**src/rtl/regfile_pkg.sv**
```systemverilog
// ----------------------------------------------------------------------------
// regfile_pkg
//   Shared constants and types for the processor register file slice.
//
//   Contents:
//     REG_SELECT_WIDTH  default register index width
//     REG_DATA_WIDTH    default register / data-port width
//     REG_COUNT         number of registers for the default index width
//     ZERO_REG_IDX      index of the register that may be hard-wired to zero
//     reg_addr_t        register index type (default width)
//     reg_data_t        register data type (default width)
//     isZeroReg()       true when an index names the zero register
// ----------------------------------------------------------------------------
package regfile_pkg;

  localparam int REG_SELECT_WIDTH = 5;
  localparam int REG_DATA_WIDTH   = 32;
  localparam int REG_COUNT        = 2 ** REG_SELECT_WIDTH;

  localparam int ZERO_REG_IDX = 0;

  typedef logic [REG_SELECT_WIDTH-1:0] reg_addr_t;
  typedef logic [REG_DATA_WIDTH-1:0]   reg_data_t;

  // Index comparison against the zero register, independent of index width.
  function automatic logic isZeroReg(input int unsigned idx);
    return (idx == ZERO_REG_IDX);
  endfunction

endpackage : regfile_pkg

```
**src/rtl/nbit_demux.sv**
```systemverilog
// ----------------------------------------------------------------------------
// nbit_demux
//   1-to-2**SELECT_WIDTH demultiplexer. Routes the single input bit to the
//   output selected by DeMuxSel; every other output is 0. Used as the
//   register-file write-enable decoder (input = write strobe, select = index).
//
//   Parameters:
//     SELECT_WIDTH  select width; output count = 2**SELECT_WIDTH
//
//   Ports:
//     DeMuxIn   in   1              bit to route
//     DeMuxSel  in   SELECT_WIDTH   destination output index
//     DeMuxOut  out  2**SELECT_WIDTH  one-hot copy of DeMuxIn (all 0 if In=0)
// ----------------------------------------------------------------------------
module nbit_demux #(
  parameter int SELECT_WIDTH = 5
) (
  input  logic                         DeMuxIn,
  input  logic [SELECT_WIDTH-1:0]      DeMuxSel,
  output logic [(2**SELECT_WIDTH)-1:0] DeMuxOut
);

  always_comb begin
    DeMuxOut           = '0;
    DeMuxOut[DeMuxSel] = DeMuxIn;
  end

endmodule : nbit_demux

```
**src/rtl/reg_file_bank.sv**
```systemverilog
// ----------------------------------------------------------------------------
// reg_file_bank
//   General-purpose register file for the multicycle datapath. Holds
//   2**SELECT_WIDTH registers of DATA_WIDTH bits, written through a one-hot
//   enable vector produced by nbit_demux, and read through two registered
//   ports that double as the datapath A/B latches.
//
//   Parameters:
//     SELECT_WIDTH  register index width (register count = 2**SELECT_WIDTH)
//     DATA_WIDTH    register and data-port width
//     ZERO_REG      1: register 0 ignores writes and always reads 0
//
//   Build option:
//     REG_FILE_WRITE_BYPASS_EN  when defined, a read launched on the same edge
//                               as a write to the same index returns the new
//                               WriteData; otherwise it returns the old value.
//
//   Ports:
//     Clk         in   1                rising-edge clock
//     Reset       in   1                synchronous active-high reset; clears
//                                       all registers and both read latches
//     RegWrite    in   1                write strobe
//     WriteAddr   in   SELECT_WIDTH     destination register index
//     WriteData   in   DATA_WIDTH       write data
//     ReadEn      in   1                1: both read latches load this edge
//     ReadAddrA   in   SELECT_WIDTH     port A source index
//     ReadAddrB   in   SELECT_WIDTH     port B source index
//     ReadDataA   out  DATA_WIDTH       registered port A data
//     ReadDataB   out  DATA_WIDTH       registered port B data
//     WriteEnVec  out  2**SELECT_WIDTH  combinational one-hot write enables
// ----------------------------------------------------------------------------
module reg_file_bank
  import regfile_pkg::*;
#(
  parameter int SELECT_WIDTH = REG_SELECT_WIDTH,
  parameter int DATA_WIDTH   = REG_DATA_WIDTH,
  parameter int ZERO_REG     = 1
) (
  input  logic                         Clk,
  input  logic                         Reset,
  input  logic                         RegWrite,
  input  logic [SELECT_WIDTH-1:0]      WriteAddr,
  input  logic [DATA_WIDTH-1:0]        WriteData,
  input  logic                         ReadEn,
  input  logic [SELECT_WIDTH-1:0]      ReadAddrA,
  input  logic [SELECT_WIDTH-1:0]      ReadAddrB,
  output logic [DATA_WIDTH-1:0]        ReadDataA,
  output logic [DATA_WIDTH-1:0]        ReadDataB,
  output logic [(2**SELECT_WIDTH)-1:0] WriteEnVec
);

  localparam int REG_NUM = 2 ** SELECT_WIDTH;
  localparam logic [SELECT_WIDTH-1:0] ZERO_ADDR = SELECT_WIDTH'(ZERO_REG_IDX);
  localparam bit ZERO_ON = (ZERO_REG != 0);

  // --------------------------------------------------------------------------
  // Write-enable decode
  // --------------------------------------------------------------------------
  nbit_demux #(
    .SELECT_WIDTH (SELECT_WIDTH)
  ) writeDecoder (
    .DeMuxIn  (RegWrite),
    .DeMuxSel (WriteAddr),
    .DeMuxOut (WriteEnVec)
  );

  // Per-register load enables: the decoder output with the zero register
  // masked off when it is hard-wired. WriteEnVec itself stays unmasked so the
  // debug view always reflects the raw decode.
  logic [REG_NUM-1:0] loadEn;

  always_comb begin
    loadEn = WriteEnVec;
    if (ZERO_ON) begin
      loadEn[ZERO_REG_IDX] = 1'b0;
    end
  end

  // --------------------------------------------------------------------------
  // Register storage
  // --------------------------------------------------------------------------
  logic [DATA_WIDTH-1:0] regs [REG_NUM];

  always_ff @(posedge Clk) begin
    if (Reset) begin
      for (int i = 0; i < REG_NUM; i++) begin
        regs[i] <= '0;
      end
    end else begin
      for (int i = 0; i < REG_NUM; i++) begin
        if (loadEn[i]) begin
          regs[i] <= WriteData;
        end
      end
    end
  end

  // --------------------------------------------------------------------------
  // Read-port source selection
  //   Priority: zero register (if hard-wired) > same-edge bypass (if built)
  //   > stored value. The zero check must win over bypass so a write aimed
  //   at register 0 can never leak through a read port.
  // --------------------------------------------------------------------------
  logic                  zeroHitA;
  logic                  zeroHitB;
  logic                  bypassHitA;
  logic                  bypassHitB;
  logic [DATA_WIDTH-1:0] nextA;
  logic [DATA_WIDTH-1:0] nextB;

  always_comb begin
    zeroHitA = ZERO_ON && (ReadAddrA == ZERO_ADDR);
    zeroHitB = ZERO_ON && (ReadAddrB == ZERO_ADDR);
  end

`ifdef REG_FILE_WRITE_BYPASS_EN
  always_comb begin
    bypassHitA = RegWrite && (ReadAddrA == WriteAddr);
    bypassHitB = RegWrite && (ReadAddrB == WriteAddr);
  end
`else
  // Without forwarding a same-edge read sees the value stored before the
  // write, which is exactly what the flop array presents this cycle.
  always_comb begin
    bypassHitA = 1'b0;
    bypassHitB = 1'b0;
  end
`endif

  always_comb begin
    nextA = regs[ReadAddrA];
    if (zeroHitA) begin
      nextA = '0;
    end else if (bypassHitA) begin
      nextA = WriteData;
    end
  end

  always_comb begin
    nextB = regs[ReadAddrB];
    if (zeroHitB) begin
      nextB = '0;
    end else if (bypassHitB) begin
      nextB = WriteData;
    end
  end

  // --------------------------------------------------------------------------
  // Read latches (datapath A/B). Hold when ReadEn is low.
  // --------------------------------------------------------------------------
  always_ff @(posedge Clk) begin
    if (Reset) begin
      ReadDataA <= '0;
      ReadDataB <= '0;
    end else if (ReadEn) begin
      ReadDataA <= nextA;
      ReadDataB <= nextB;
    end
  end

endmodule : reg_file_bank

```
**config.mk**
```make
export PLATFORM = sky130hd
export DESIGN_NAME = reg_file_bank
export DESIGN_NICKNAME = d
export VERILOG_FILES = /design/src/rtl/regfile_pkg.sv /design/src/rtl/nbit_demux.sv /design/src/rtl/reg_file_bank.sv
export SDC_FILE = /design/constraint.sdc
export NUM_CORES = 2
export LEC_CHECK = 0
export CAP_MARGIN = 5
export CORE_MARGIN = 10
export CORE_UTILIZATION = 58
export DETAILED_ROUTE_END_ITERATION = 10
export DONT_BUFFER_PORTS = 1
export PLACE_DENSITY = 0.82
export RECOVER_POWER = 25
export SLEW_MARGIN = 25
export SYNTH_ARGS = -nofsm -noshare
export SYNTH_HDL_FRONTEND = slang
export SYNTH_SLANG_ARGS = --single-unit
export TNS_END_PERCENT = 20
```
**constraint.sdc**
```tcl
create_clock -name Clk -period 2.4 [get_ports Clk]
set_clock_uncertainty 0.1 [all_clocks]
set_input_delay 0.36 -clock Clk [delete_from_list [all_inputs] [get_ports Clk]]
set_output_delay 0.36 -clock Clk [all_outputs]
set_load 0.02 [all_outputs]
```
==> impl_metrics.yaml <==
status:
  status: "finished with violations"
  failing_checks: "design-rule violations, max-capacitance violations, max-slew violations"
floorplan:
  area_enclosed_by_the_die_boundary_sq_um: 101000
  die-width_microns: 318
  initial_utilization: 0.584
  core_sq_um: 88200
  design.portCount: 147
  row_count: 109
  chipHeight_microns: 318
finish:
  nNetsFinal: 3527
  final_cell_mix: "sky130_fd_sc_hd__edfxtp_1 (992), sky130_fd_sc_hd__nor2_1 (566), sky130_fd_sc_hd__mux4_2 (343), sky130_fd_sc_hd__mux2i_1 (226), sky130_fd_sc_hd__nand2_1 (147)"
  synthToLayoutAreaGrowth_pct: 10.2
  finalInstanceArea_sq_um: 56800
  final_layout_size_suffix_gt1_frac: 0.227
  final_common_cell: "sky130_fd_sc_hd__edfxtp_1"
global_route:
  gr-usage-all-layers: 0.317
  grt_max_degree: 326
  grt.overflow.total: 0
  grt_pass1_wl_mm: 237
  grt_antenna_before_repair: 6
  first_global_vias: 34795
drt:
  avgViaCountPerCell: 7.40
  drt-total-wl_mm: 166
  dr_total_vias: 34979
  routedWlPerCell_microns: 35.1
  drt_drc_violations_left: 2
  initialDrtViolationCount: 6325
  postRouteAntennaNets: 0
  drt_first_pass_iters: 9
clock_tree:
  clkSinkCount: 1056
  cts_root_buf: "sky130_fd_sc_hd__clkbuf_16"
  htree_num_levels: 3
  post_cts_resize_count: 0
  worst_skew_pair.late_latency_ps: 670
  clkSlewWorstSetupHoldPaths_ps: 60
  cts_buffer_depth: 3
  clock_tree_from_tritoncts: "yes"
  cts_made_buffers: 102
pwr:
  power.density_cell_area_nw_per_um2: 752
  ir_worst_vdd_mv: 0.780
  power_leakage_nw: 19.4
  finalPower_w: 0.0427
sta:
  post-route-period-util: 0.985
  min_clock_period_post_route_ps: 2360
  totalNegativeSetupSlack_ps: 0
  final_max_slew_viol_count: 56
  final.hold.worst_slack_ps: 14.2
  rsz0062_at_grt: "false"
  max_freq_ghz: 0.423
  relSlewSlack: -0.123
  setup_viol_count_final: 0
  worst_pin_slew_ps: 1680
  final_hold_viol_count: 0
place:
  port-buffer-count: 0
  gp_congestion: 0.877
  placement.cell_area_sq_um: 53700
  detailedPlacementHpwl_mm: 95.1
logic_synthesis:
  synth_fp_nets: 3554
  synth-seq-cells: 1056
  synth.yosys.warnings: 0
  post_synth_edffs: 992
  synth_top_cells_by_area: "sky130_fd_sc_hd__edfxtp_1 (58%), sky130_fd_sc_hd__mux4_2 (15%), sky130_fd_sc_hd__mux2i_1 (4.4%), sky130_fd_sc_hd__nor2_1 (4.1%), sky130_fd_sc_hd__dfxtp_1 (2.5%)"
  synth.top_cell.area_share: 0.578
  mappedNetlistArea_sq_um: 51500
  synthesized_instance_count: 3503
  synth_async_sr_flop_share: 0
  synth_area_per_cell_sq_um: 14.7
  synthDistinctLibCells: 45
  seq_area_frac_synth: 0.603
  ys.flop_type: "sky130_fd_sc_hd__edfxtp_1"
  synth_area_leader_cell: "sky130_fd_sc_hd__edfxtp_1"
worst_hold_path:
  hold_path_class: "in -> reg"
job:
  drv.max_cap_violation_count: 2
setup_path:
  category_of_the_most_critical_setup_path: "reg -> reg"
  critPathRequiredTime_ps: 2810
  worstPathMaxFanout: 2
  worstSetupEndpointType: "flip-flop"
  startpoint_type: "flip-flop"
  worst-endpoint-arrival_ps: 2780
[sequential cells by signal (all words and copies together) (netlist names)]
signal,count
ReadDataB,32
regs,992
ReadDataA,32
[layer usage]
layer  share of wire  GRT usage  vias to the layer above
li1                -          -                    13558
met1            0.31      0.393                    17254
met2            0.44      0.472                     3468
met3            0.18      0.129                      691
met4           0.063      0.172                        8
met5         0.00027          0                        -
[logic make-up after synthesis]
group / count (synthesis) / share of synthesized area
AO/OA/AOI/OAI: 427 / 0.0623
flip-flops: 1056 / 0.603
buffers and inverters: 396 / 0.0346
AND/OR/NAND/NOR: 949 / 0.0794
multiplexers: 675 / 0.221
[worst max-delay path, cell delays in order, from the launching register on]
cell	delay [ps]
sky130_fd_sc_hd__edfxtp_1	430
sky130_fd_sc_hd__mux4_2	470
sky130_fd_sc_hd__nor2b_1	140
sky130_fd_sc_hd__nor3_1	60
sky130_fd_sc_hd__a311oi_1	850
sky130_fd_sc_hd__o41ai_1	170
[through the flow]
step | utilization | worst slack, ps | instances
3_3_place_gp | 0.608 | -154 | 4529
2_1_floorplan | - | 26.0 | 3503
3_5_place_dp | 0.608 | -176 | 4529
5_1_grt | 0.644 | 82.7 | 4726
6_report | 0.644 | 35.2 | 4727
4_1_cts | 0.646 | 128 | 4726
[final timing paths]
path	from	to	slack [ps]	cells after the start
setup / recovery	regs[4][28]	ReadDataA[28]	40	5
hold reg to reg	ReadDataA[23]	ReadDataA[23]	480	2
setup reg to reg	regs[4][28]	ReadDataA[28]	40	5
hold / removal	ReadAddrA[4]	ReadDataA[10]	10	2
[final cells by class]
| cell class | instances | area (sq um) |
|---|---|---|
| Clock buffer | 151 | 2920 |
| Antenna cell | 1 | 2.50 |
| Timing Repair Buffer | 214 | 2050 |
| Fill cell | 5980 | 31400 |
| Multi-Input combinational cell | 2051 | 18800 |
| Clock inverter | 38 | 290 |
| Tap cell | 1165 | 1460 |
| Inverter | 51 | 191 |
| Sequential cell | 1056 | 31100 |
[what timing repair did]
action / 4_1_cts / 5_1_grt
hold buffers: 8 / 0
hold endpoints to repair: 20 / 0
setup buffers: 0 / 0
endpoints found under the setup margin: 0 / 0
[report_power, final]
group	switching [W]	total, W	internal [W]	leakage (nW)
Combinational	0.00233	0.00452	0.00219	7.80
Clock	0.00691	0.0157	0.00881	1.58
Sequential	0.000935	0.0225	0.0215	10.0
[cells in the mapped netlist (3+ instances only)]
| cell | number |
|---|---|
| sky130_fd_sc_hd__nor3b_1 | 4 |
| sky130_fd_sc_hd__or2_2 | 15 |
| sky130_fd_sc_hd__inv_1 | 51 |
| sky130_fd_sc_hd__edfxtp_1 | 992 |
| sky130_fd_sc_hd__a221o_1 | 27 |
| sky130_fd_sc_hd__a311oi_1 | 17 |
| sky130_fd_sc_hd__mux4_1 | 13 |
| sky130_fd_sc_hd__nand3b_1 | 6 |
| sky130_fd_sc_hd__clkbuf_1 | 193 |
| sky130_fd_sc_hd__a22oi_1 | 95 |
| sky130_fd_sc_hd__buf_12 | 4 |
| sky130_fd_sc_hd__o41ai_1 | 36 |
| sky130_fd_sc_hd__a31oi_1 | 3 |
| sky130_fd_sc_hd__nor3_1 | 38 |
| sky130_fd_sc_hd__mux4_2 | 343 |
| sky130_fd_sc_hd__nor2_1 | 568 |
| sky130_fd_sc_hd__nand2b_1 | 53 |
| sky130_fd_sc_hd__a211oi_1 | 68 |
| sky130_fd_sc_hd__and2_1 | 21 |
| sky130_fd_sc_hd__dfxtp_1 | 64 |
| sky130_fd_sc_hd__nand2_1 | 154 |
| sky130_fd_sc_hd__buf_1 | 40 |
| sky130_fd_sc_hd__mux2i_1 | 226 |
| sky130_fd_sc_hd__mux2_2 | 93 |
| sky130_fd_sc_hd__buf_2 | 73 |
| sky130_fd_sc_hd__buf_6 | 3 |
| sky130_fd_sc_hd__a21oi_1 | 66 |
| sky130_fd_sc_hd__buf_4 | 32 |
| sky130_fd_sc_hd__nor2b_1 | 78 |
| sky130_fd_sc_hd__o21ai_0 | 28 |
| sky130_fd_sc_hd__nand3_1 | 6 |
| sky130_fd_sc_hd__a22o_1 | 44 |
| sky130_fd_sc_hd__a221oi_1 | 37 |
No activity file was read; power rests on OpenSTA's default activity.
